## config.mk

```make
export PLATFORM = sky130hd
export DESIGN_NAME = pipeline_hazard_ctrl
export DESIGN_NICKNAME = d
export VERILOG_FILES = /design/src/rtl/pipeline_pkg.sv /design/src/rtl/sat_counter.sv /design/src/rtl/pipeline_hazard_ctrl.sv
export SDC_FILE = /design/constraint.sdc
export NUM_CORES = 1
export LEC_CHECK = 0
export CORE_ASPECT_RATIO = 0.9
export CORE_UTILIZATION = 30
export CTS_CLUSTER_SIZE = 28
export DETAILED_ROUTE_END_ITERATION = 6
export MAX_ROUTING_LAYER = met4
export PLACE_DENSITY_LB_ADDON = 0.1
export SLEW_MARGIN = 30
export SYNTH_ARGS = -nofsm -noshare
export SYNTH_HDL_FRONTEND = slang
export SYNTH_SLANG_ARGS = --single-unit
```

## constraint.sdc

```tcl
create_clock -name clk -period 2.25 [get_ports clk]
set_input_delay 0.45 -clock clk [delete_from_list [all_inputs] [get_ports clk]]
set_output_delay 0.45 -clock clk [all_outputs]
set_load 0.01 [all_outputs]
```

## src/rtl/pipeline_pkg.sv

```systemverilog
// Shared pipeline definitions: hazard FSM states, MemRead codes, opcodes,
// the hazard control bundle and the load-use match helper.
package pipeline_pkg;

  typedef enum logic [1:0] {
    ST_RUN      = 2'd0,
    ST_MEM_WAIT = 2'd1,
    ST_ERR      = 2'd2
  } hz_state_e;

  typedef enum logic [1:0] {
    MR_NONE = 2'd0,
    MR_LW   = 2'd1,
    MR_LH   = 2'd2,
    MR_LHU  = 2'd3
  } memread_e;

  localparam logic [5:0] OP_RTYPE = 6'h00;
  localparam logic [5:0] OP_BEQ   = 6'h04;
  localparam logic [5:0] OP_LH    = 6'h21;
  localparam logic [5:0] OP_LW    = 6'h23;
  localparam logic [5:0] OP_LHU   = 6'h25;
  localparam logic [5:0] OP_SW    = 6'h2b;

  typedef struct packed {
    logic pc_we;
    logic ifid_we;
    logic idex_we;
    logic exmem_we;
    logic ifid_flush;
    logic idex_bubble;
    logic memwb_bubble;
  } hz_ctrl_t;

  localparam hz_ctrl_t CTRL_RUN    = 7'b1111_000;
  localparam hz_ctrl_t CTRL_HOLD   = 7'b0000_001;
  localparam hz_ctrl_t CTRL_BRANCH = 7'b1111_110;
  localparam hz_ctrl_t CTRL_LDUSE  = 7'b0011_010;
  localparam hz_ctrl_t CTRL_ERR    = 7'b0000_000;
  localparam hz_ctrl_t CTRL_RST    = 7'b0000_111;

  // A load in EX writes a register the ID instruction reads; $zero never hazards.
  function automatic logic load_use_hit(input memread_e mr, input logic [4:0] ex_rt,
                                        input logic [4:0] id_rs, input logic [4:0] id_rt,
                                        input logic uses_rt);
    return (mr != MR_NONE) && (ex_rt != 5'd0) &&
           ((ex_rt == id_rs) || (uses_rt && (ex_rt == id_rt)));
  endfunction

endpackage

```

## src/rtl/sat_counter.sv

```systemverilog
// Saturating up-counter used for the hazard performance counters.
module sat_counter #(
  parameter int W = 16
) (
  input  logic         clk,
  input  logic         rst,
  input  logic         inc,
  output logic [W-1:0] cnt
);

  // Count up on inc, sticking at all-ones instead of wrapping.
  always_ff @(posedge clk or posedge rst) begin
    if (rst)                cnt <= '0;
    else if (inc && ~&cnt)  cnt <= cnt + 1'b1;
  end

endmodule

```

## src/rtl/pipeline_hazard_ctrl.sv

```systemverilog
// Hazard controller for the 5-stage pipeline: memory-wait stalls with a
// timeout to a sticky error state, taken-branch flushes, load-use stalls,
// and saturating stall/flush counters.
module pipeline_hazard_ctrl
  import pipeline_pkg::*;
#(
  parameter int MEM_TIMEOUT = 15,
  parameter int CNT_W       = 16
) (
  input  logic             clk,
  input  logic             rst,
  input  logic [4:0]       id_rs,
  input  logic [4:0]       id_rt,
  input  logic             id_uses_rt,
  input  logic [1:0]       ex_memread,
  input  logic [4:0]       ex_rt,
  input  logic             ex_branch_taken,
  input  logic             mem_access,
  input  logic             mem_ready,
  output logic             pc_we,
  output logic             ifid_we,
  output logic             idex_we,
  output logic             exmem_we,
  output logic             ifid_flush,
  output logic             idex_bubble,
  output logic             memwb_bubble,
  output logic             mem_err,
  output logic [CNT_W-1:0] stall_cnt,
  output logic [CNT_W-1:0] flush_cnt
);

  localparam int WC_W = $clog2(MEM_TIMEOUT + 1);
  localparam logic [WC_W-1:0] TO_VAL = WC_W'(MEM_TIMEOUT);

  hz_state_e       state, state_nxt;
  logic [WC_W-1:0] wait_cnt, wait_nxt;
  logic            mem_hold, load_use;
  hz_ctrl_t        ctrl;

  // mem_ready with no access in MEM is meaningless and drops out here.
  assign mem_hold = (state != ST_ERR) && mem_access && !mem_ready;
  assign load_use = load_use_hit(memread_e'(ex_memread), ex_rt, id_rs, id_rt, id_uses_rt);

  // State and consecutive-wait counter registers.
  always_ff @(posedge clk or posedge rst) begin
    if (rst) begin
      state    <= ST_RUN;
      wait_cnt <= '0;
    end else begin
      state    <= state_nxt;
      wait_cnt <= wait_nxt;
    end
  end

  // Next state: the edge that completes MEM_TIMEOUT held cycles enters ERR.
  always_comb begin
    wait_nxt  = mem_hold ? wait_cnt + 1'b1 : '0;
    state_nxt = state;
    case (state)
      ST_ERR:  state_nxt = ST_ERR;
      default: begin
        if (mem_hold) state_nxt = (wait_nxt >= TO_VAL) ? ST_ERR : ST_MEM_WAIT;
        else          state_nxt = ST_RUN;
      end
    endcase
  end

  // Mealy control decode; priority: reset, error, memory hold, branch, load-use.
  always_comb begin
    ctrl = CTRL_RUN;
    if (rst)                    ctrl = CTRL_RST;
    else if (state == ST_ERR)   ctrl = CTRL_ERR;
    else if (mem_hold)          ctrl = CTRL_HOLD;
    else if (ex_branch_taken)   ctrl = CTRL_BRANCH;
    else if (load_use)          ctrl = CTRL_LDUSE;
  end

  assign pc_we        = ctrl.pc_we;
  assign ifid_we      = ctrl.ifid_we;
  assign idex_we      = ctrl.idex_we;
  assign exmem_we     = ctrl.exmem_we;
  assign ifid_flush   = ctrl.ifid_flush;
  assign idex_bubble  = ctrl.idex_bubble;
  assign memwb_bubble = ctrl.memwb_bubble;
  assign mem_err      = (state == ST_ERR);

  sat_counter #(.W(CNT_W)) u_stall_cnt (
    .clk (clk),
    .rst (rst),
    .inc (!pc_we && !rst),
    .cnt (stall_cnt)
  );

  sat_counter #(.W(CNT_W)) u_flush_cnt (
    .clk (clk),
    .rst (rst),
    .inc (ifid_flush && !rst),
    .cnt (flush_cnt)
  );

endmodule

```

* Word level (Yosys, flattened, before mapping) *
Cells that the tools add are included.

cells by class
  add/subtract/negate cells = 3
  $mul = 0
  divide/modulo/power cells = 0
  order comparisons = 1
  eq/ne operators = 4
  shifts and indexed selects = 0
  muxes and demuxes = 9
  bitwise operators = 0
  reductions and logical operators = 19

operators by type and width
  cell                   count
  $mux 7                 5
  $add 16x1->16 const B  2
  $reduce_and 16->1      2
  $eq 5x5->1             2
  $logic_and 1x1->1      9
  $mux 2                 3
  $logic_not 1->1        5
  $reduce_bool 5->1      1
  $add 4x1->4 const B    1
  $ge 4x4->1 const B     1
  $mux 4                 1
  $eq 2x2->1 const B     1
  $ne 2x2->1 const B     1
  $reduce_bool 2->1      1
  $logic_or 1x1->1       1

storage, ports and cells
  register bits = 38
  latch bits = 0
  bits in writable memories = 0
  ROM bits = 0
  input port bits = 23
  output and inout bits = 40
  word-level logic and storage cells = 40
  memories = 0

* Longest topological paths before layout *
Gate-level depths: netlist of run 1.

  word-level depth = 12
  mapped depth = 7
  mapped depth without buffers = 7

* By module *
Synthesis of run 1 repeated with hierarchy kept, for this count alone.

second synthesis, totals
  cells, all modules = 198
  area, all modules = 2057.0 um2

modules (own cells, without submodules)
  module                instances  cells each  area an instance (um2)  sequential area each (um2)
  sat_counter           2          73          798.3                   400.4
  pipeline_hazard_ctrl  1          52          460.4                   150.1

* Worst setup path before layout of run 1 *
No wires, ideal clock.

  path type = input -> output
  start = input rst
  end = output idex_bubble
  arrival time = 2081 ps
  data required time = 1800 ps
  path slack = -281 ps
  stages = 3
  buffers on the path = 0
  path through = inv_1 -> o21ai_0 -> o21bai_1

on the way
  cells in the longest elaborated chain, start to end = 1

ends and longest elaborated chain
  what         line                        text
  from (decl)  pipeline_hazard_ctrl.sv:11  input logic rst,
  $mux 7       pipeline_hazard_ctrl.sv:71  if (rst) ctrl = CTRL_RST;
  to (decl)    pipeline_hazard_ctrl.sv:25  output logic idex_bubble,

No other way between the ends.

* Worst setup path after layout of run 1 *
  start = input ex_rt[2]
  end = output ifid_we

on the way
  cells in the longest elaborated chain, start to end = 9
  elaborated cells between the ends (all ways) = 12
  those cells by class = eq/ne: 2; mux: 5; reduce/logical: 5

ends and longest elaborated chain
  what                 line                        text
  from (decl)          pipeline_hazard_ctrl.sv:16  input logic [4:0] ex_rt,
  $eq 5x5->1           pipeline_pkg.sv:47          ((ex_rt == id_rs) || (uses_rt && (ex_rt == id_rt)));
  $logic_and 1x1->1    pipeline_pkg.sv:47
  $logic_or 1x1->1     pipeline_pkg.sv:47
  $logic_and 1x1->1 *  pipeline_pkg.sv:46          return (mr != MR_NONE) && (ex_rt != 5'd0) &&
  $mux 7 *             pipeline_hazard_ctrl.sv:75  else if (load_use) ctrl = CTRL_LDUSE;
  $mux 7 *             pipeline_hazard_ctrl.sv:74  else if (ex_branch_taken) ctrl = CTRL_BRANCH;
  $mux 7 *             pipeline_hazard_ctrl.sv:73  else if (mem_hold) ctrl = CTRL_HOLD;
  $mux 7 *             pipeline_hazard_ctrl.sv:72  else if (state == ST_ERR) ctrl = CTRL_ERR;
  $mux 7 *             pipeline_hazard_ctrl.sv:71
  to (decl)            pipeline_hazard_ctrl.sv:21  output logic ifid_we,

Every way passes the cells marked *; elsewhere a longest branch is shown, timed or not.

==> metrics.cfg, run 1 <==
[timing]
slew_headroom_pct=66.9
worst_clock_skew_ns=0.00735
finalSetupViolations=0
drv_slew=0
hold_violations=0
whs_ns=0.484
fmaxAchievable_mhz=466
fin_crit_ns=2.15
setup_tns_ns=0
fin_crit_sh_pct=95.4
tightest_slew_ns=0.497

[min_path]
hold_class=reg2reg

[worst_setup_path]
cp.arrival_ns=1.70
worstSetupPathType=in2out
end_kind=primary output
cp.required_ns=1.80
critPathLaunchType=input port
cp_max_fo=2

[cells_and_area]
synthToLayoutAreaGrowth_pct=55.5
layout_common_cells=clkdlybuf4s50_1, dfrtp_1, nand2_1, xor2_1, buf_4
fin_nets=312
drive_above_1_share_pct=20.0
final-seq-area_sq_um=951
antenna_cells=0
fill_cells=601
multi_input_area_sq_um=1060
layout_commonest_cell=clkdlybuf4s50_1

[clocking]
htree_num_levels=2
clock-sinks=38
clkLatencyLatePin_ns=0.28
cts_tree=built
holdBufCountCts=0
cts_root_buffer=clkbuf_8
numCtsBuffers=5
clkTransAtPathRegs_ns=0.06
clockBufferDepth=2

[place]
port_buffers=62
routabilityCongestion=0.734
dp_hpwl_um=3320

[routing]
wl_um=4850
viasPerCell=4.53
drtIter0Drc=56
wl_per_cell_um=13.0
num_vias=1686
drc_errors=0
first_pass_iters=4
drtAntennaViolNets=0

[global_routing]
overflow=0
grt_pass1_vias=1650
grt_max_degree=39
grt_pass1_wl_um=7510
grt_antenna_before_repair=0
grtUsageTotal_pct=14.4

[yosys]
ys.flop_type=dfrtp_1
async_flop_share_pct=100
synth_top_family_by_area=simple AND/OR/NAND/NOR gates
synth_top_area_cell=dfrtp_1
ys_top_cells_by_area=dfrtp_1, xor2_1, xnor2_1
yosys.area_share.simple_pct=22.6
synth_compound_area_share_pct=4.65
synth.avg_cell_area_sq_um=10.2
syn_nets=221
synth_top_area_share_pct=47.7
netlist_area_sq_um=1990
ys_seq_area_share_pct=47.7
syn_inst=195
synth-xor-area-share_pct=18.0
synth.distinct_cells=35
synthAdderAreaFrac_pct=1.88
synth_enable_flop_cells=0
synth_seq_cells=38
yosys_warnings=0
muxShareOfSynthArea_pct=2.07

[power_and_ir_drop]
swShare_pct=31.0
p_switching_uw=628
cellLeakagePower_nw=1.42
power_per_cell_area_nw_per_um2=655
p_seq_share_pct=46.4
p_int_mw=1.40
p_comb_share_pct=31.1
clockPowerShare_pct=22.5
ir_drop_uv=497

[floorplanning]
chipHeight_um=79.3
fp.dieArea_sq_um=6970
pin_count=63
rows=27
start_util_pct=31.9
die_w_um=87.9
core_area_sq_um=6250

[status]
status=complete, no violations

[job]
maxCapViolations=0

-- stage by stage --
stage | setup slack (ns) | utilization, % | instances | power [mW] | area [sq um]
2_1_floorplan | 0.161 | - | 195 | 1.19 | 2000
3_3_place_gp | -0.529 | 45.7 | 360 | 1.55 | 2860
3_5_place_dp | -0.562 | 45.7 | 360 | 1.55 | 2860
4_1_cts | 0.00366 | 48.0 | 372 | 2.03 | 3000
5_1_grt | -0.0260 | 49.5 | 372 | 2.14 | 3100
6_report | 0.104 | 49.5 | 372 | 2.03 | 3100
-- registers in the layout, indices dropped and copies added, names as in the netlist --
register / count
u_stall_cnt.cnt: 16
state: 2
wait_cnt: 4
u_flush_cnt.cnt: 16
-- routing by layer --
layer  up-vias  share of wire (%)  routed length [um]  track usage, %
li1        846                  -                   -               -
met1       784                 49                2350            18.9
met2        52                 44                2120            22.1
met3         4                7.0                 339            4.05
met4         0               0.62                  30            3.44
met5         -                  0                   0               -
-- power by group through the flow --
stage	logic (mW)	clock network (mW)	registers (mW)
floorplan	0.225	0	0.969
global placement	0.603	0	0.947
detailed placement	0.605	0	0.946
CTS	0.617	0.476	0.937
global route	0.679	0.502	0.959
finish	0.631	0.457	0.941
-- synthesized netlist by cell type, drive strengths merged (3+ instances only) --
cell type and instances:
and3 4, and4 3, buf 4, dfrtp 38, ha 3, inv 8
mux2 3, nand2 23, nand2b 3, nand3 9, nand4 8, nor2 18
nor3 11, nor4 5, xnor2 19, xor2 22
-- worst max-delay path, cell delays in order --
cell and delay, ns:
clkdlybuf4s15_1 0.17, buf_4 0.14, xnor2_1 0.17, nand4_1 0.18, o22ai_4 0.18, nand2_2 0.08, o21a_1 0.18, buf_2 0.14
-- worst paths after layout --
kind	startpoint	endpoint	slack, ns	cells past startpoint
min reg2reg	wait_cnt[0]	wait_cnt[0]	0.48	1
min in group asynchronous	rst	wait_cnt[0]	0.64	4
max reg2reg	u_stall_cnt.cnt[2]	u_stall_cnt.cnt[1]	0.31	7
max	ex_rt[2]	ifid_we	0.10	8
max in group asynchronous	rst	u_flush_cnt.cnt[14]	1.27	4
min	wait_cnt[0]	wait_cnt[0]	0.48	1
-- cells by family after synthesis --
family | count (synthesis)
mux | 3
fa+ha+maj | 3
simple gates | 89
flops | 38
compound gates | 9
xor+xnor | 41
buf+inv | 12
-- area by class of cell --
cell class / count / share of cell area (%)
multi-input cells: 145 / 34.1
flip-flops and latches: 38 / 30.7
repair buffers: 88 / 27.9
well taps: 87 / 3.52
clock buffers: 6 / 2.67
inverters: 8 / 1.09
-- what timing repair did --
action	4_1_cts	5_1_grt
gates cloned	1	0
setup buffers	5	0
endpoints found under the setup margin	13	17
pin swaps	7	13
gates resized for setup	25	27
No activity file was read; power rests on OpenSTA's default activity.
==> run 2, diff against run 1 <==
--- a/config.mk
+++ b/config.mk
@@ -11,6 +11,7 @@
 export DETAILED_ROUTE_END_ITERATION = 6
 export MAX_ROUTING_LAYER = met4
 export PLACE_DENSITY_LB_ADDON = 0.1
+export REMOVE_ABC_BUFFERS = 1
 export SLEW_MARGIN = 30
 export SYNTH_ARGS = -nofsm -noshare
 export SYNTH_HDL_FRONTEND = slang
==> metrics.cfg, run 2 (synthesis gave the netlist of run 1 again) <==
[clocking]
cts_root_buffer=clkbuf_8
clkTransAtPathRegs_ns=0.07
clock-sinks=38
clockBufferDepth=2
cts_tree=built
numCtsBuffers=5
cts_setup_buffers=0
clkLatencyLatePin_ns=0.28
holdBufCountCts=0
htree_num_levels=2

[cells_and_area]
multi_input_area_sq_um=1040
fin_nets=310
layout_commonest_cell=clkdlybuf4s50_1
fill_cells=609
drive_above_1_share_pct=18.7
stdcell_count=371
top_regs=u_flush_cnt.cnt x16, u_stall_cnt.cnt x16, wait_cnt x4
layout_common_cells=clkdlybuf4s50_1, dfrtp_1, xor2_1, buf_4, nand2_1
antenna_cells=0
synthToLayoutAreaGrowth_pct=52.1
final-seq-area_sq_um=951

[timing]
fin_crit_ns=2.19
fin_ws_ns=0.0606
fin_crit_sh_pct=97.3
rsz0062_at_grt=false
tightest_slew_ns=0.332
fmaxAchievable_mhz=457
slew_headroom_pct=77.7
finalSetupViolations=0
worst_clock_skew_ns=0.00708
whs_ns=0.481
drv_slew=0
hold_violations=0

[worst_setup_path]
cpPeakStageDelay_ns=0.52
r2r-end=u_stall_cnt.cnt[1]
end_kind=primary output
crit_end=ifid_we
cp_num_cells=6
cp-startpoint=ex_rt[1]
regToRegSetupSlack_ns=0.33
crit_buf_inv=2
crit_family=simple AND/OR/NAND/NOR gates
crit_slowest_cell=or4_1
critPathLaunchType=input port
r2r_start=u_stall_cnt.cnt[6]
cp_max_fo=2
cp_cell_sequence=dlygate4sd2_1 > or4_1 > o22a_1 > nand2_2 > o21a_1 > buf_2
rr_worst_depth=7
worstSetupPathType=in2out
cp.required_ns=1.80
cp.arrival_ns=1.74

[floorplanning]
fp.dieArea_sq_um=6970
core_area_sq_um=6250
die_w_um=87.9
rows=27
start_util_pct=31.9
pin_count=63
chipHeight_um=79.3

[power_and_ir_drop]
ir_drop_uv=320
power.total_mw=1.99
power_per_cell_area_nw_per_um2=657
cellLeakagePower_nw=1.38

[routing]
viasPerCell=4.50
first_pass_iters=4
num_vias=1670
wl_per_cell_um=13.1
drtAntennaViolNets=0
wl_um=4860
drc_errors=0
drtIter0Drc=52

[place]
placedCellCount=364
routabilityCongestion=0.789
place_ws_ns=-0.538
dp_hpwl_um=3660
port_buffers=62

[global_routing]
grt_antenna_before_repair=0
grt_pass1_wl_um=7900
grt_pass1_vias=1705
grtUsageTotal_pct=15.2
overflow=0
grt_max_degree=24

[min_path]
hold_class=reg2reg

[status]
status=complete, no violations

[job]
maxCapViolations=0

==> run 2: changes by cell type in the layout (fill, tap and decap cells not counted), sizes merged <==
cell and change:
inv +1, buf -2, clkinvlp -1, clkdlybuf4s15 -3, clkbuf -2, clkinv +2, dlymetal6s2s -2, clkdlybuf4s50 +2
dlygate4sd2 +4
==> run 2: worst register-to-register path, cell delays in order, from the launching register on <==
cell and delay (ns):
dfrtp_1 0.42, and3_1 0.23, and3_1 0.21, nand4_1 0.16, nor3_2 0.19, buf_4 0.25, nor2_2 0.07, mux2_4 0.29
==> run 2: through the flow <==
step	util [%]	cell area [sq um]	setup TNS [ns]
3_3_place_gp	46.3	2900	-6.83
2_1_floorplan	-	1960	-1.67
4_1_cts	47.4	2960	-0.0000744
6_report	48.5	3030	0
3_5_place_dp	46.3	2900	-7.19
5_1_grt	48.5	3030	0
==> run 2: power breakdown <==
part / switching [mW] / total [mW] / internal [mW]
Combinational: 0.246 / 0.612 / 0.366
Clock: 0.235 / 0.443 / 0.208
Sequential: 0.145 / 0.934 / 0.789
Total: 0.626 / 1.99 / 1.36
==> run 2: layout make-up <==
class | instances | area share, %
clock buffer | 5 | 2.27
inverter | 8 | 0.991
multi-input combinational | 145 | 34.4
tap | 87 | 3.59
clock inverter | 2 | 0.330
timing repair buffer | 86 | 27.1
sequential | 38 | 31.4
==> run 2: what timing repair did <==
action | CTS | global route
endpoints found under the setup margin | 19 | 10
pin swaps | 8 | 10
resized for setup | 27 | 15
==> run 2: worst min path at each step <==
stage                  endpoint        start  cells past startpoint  slack [ns]
floorplan           wait_cnt[0]  wait_cnt[0]                      1        0.46
CTS                 wait_cnt[0]  wait_cnt[0]                      1        0.48
global route        wait_cnt[0]  wait_cnt[0]                      1        0.50
finish              wait_cnt[0]  wait_cnt[0]                      1        0.48
global placement    wait_cnt[0]  wait_cnt[0]                      1        0.47
detailed placement  wait_cnt[0]  wait_cnt[0]                      1        0.47
==> run 2: metal layers <==
metal	routed length [um]	global-route usage, %	share of wire, %	up-vias
li1	-	-	-	839
met1	2420	20.4	50	800
met2	2260	23.6	47	27
met3	143	3.22	2.9	4
met4	33	3.44	0.68	0
met5	0	-	0	-
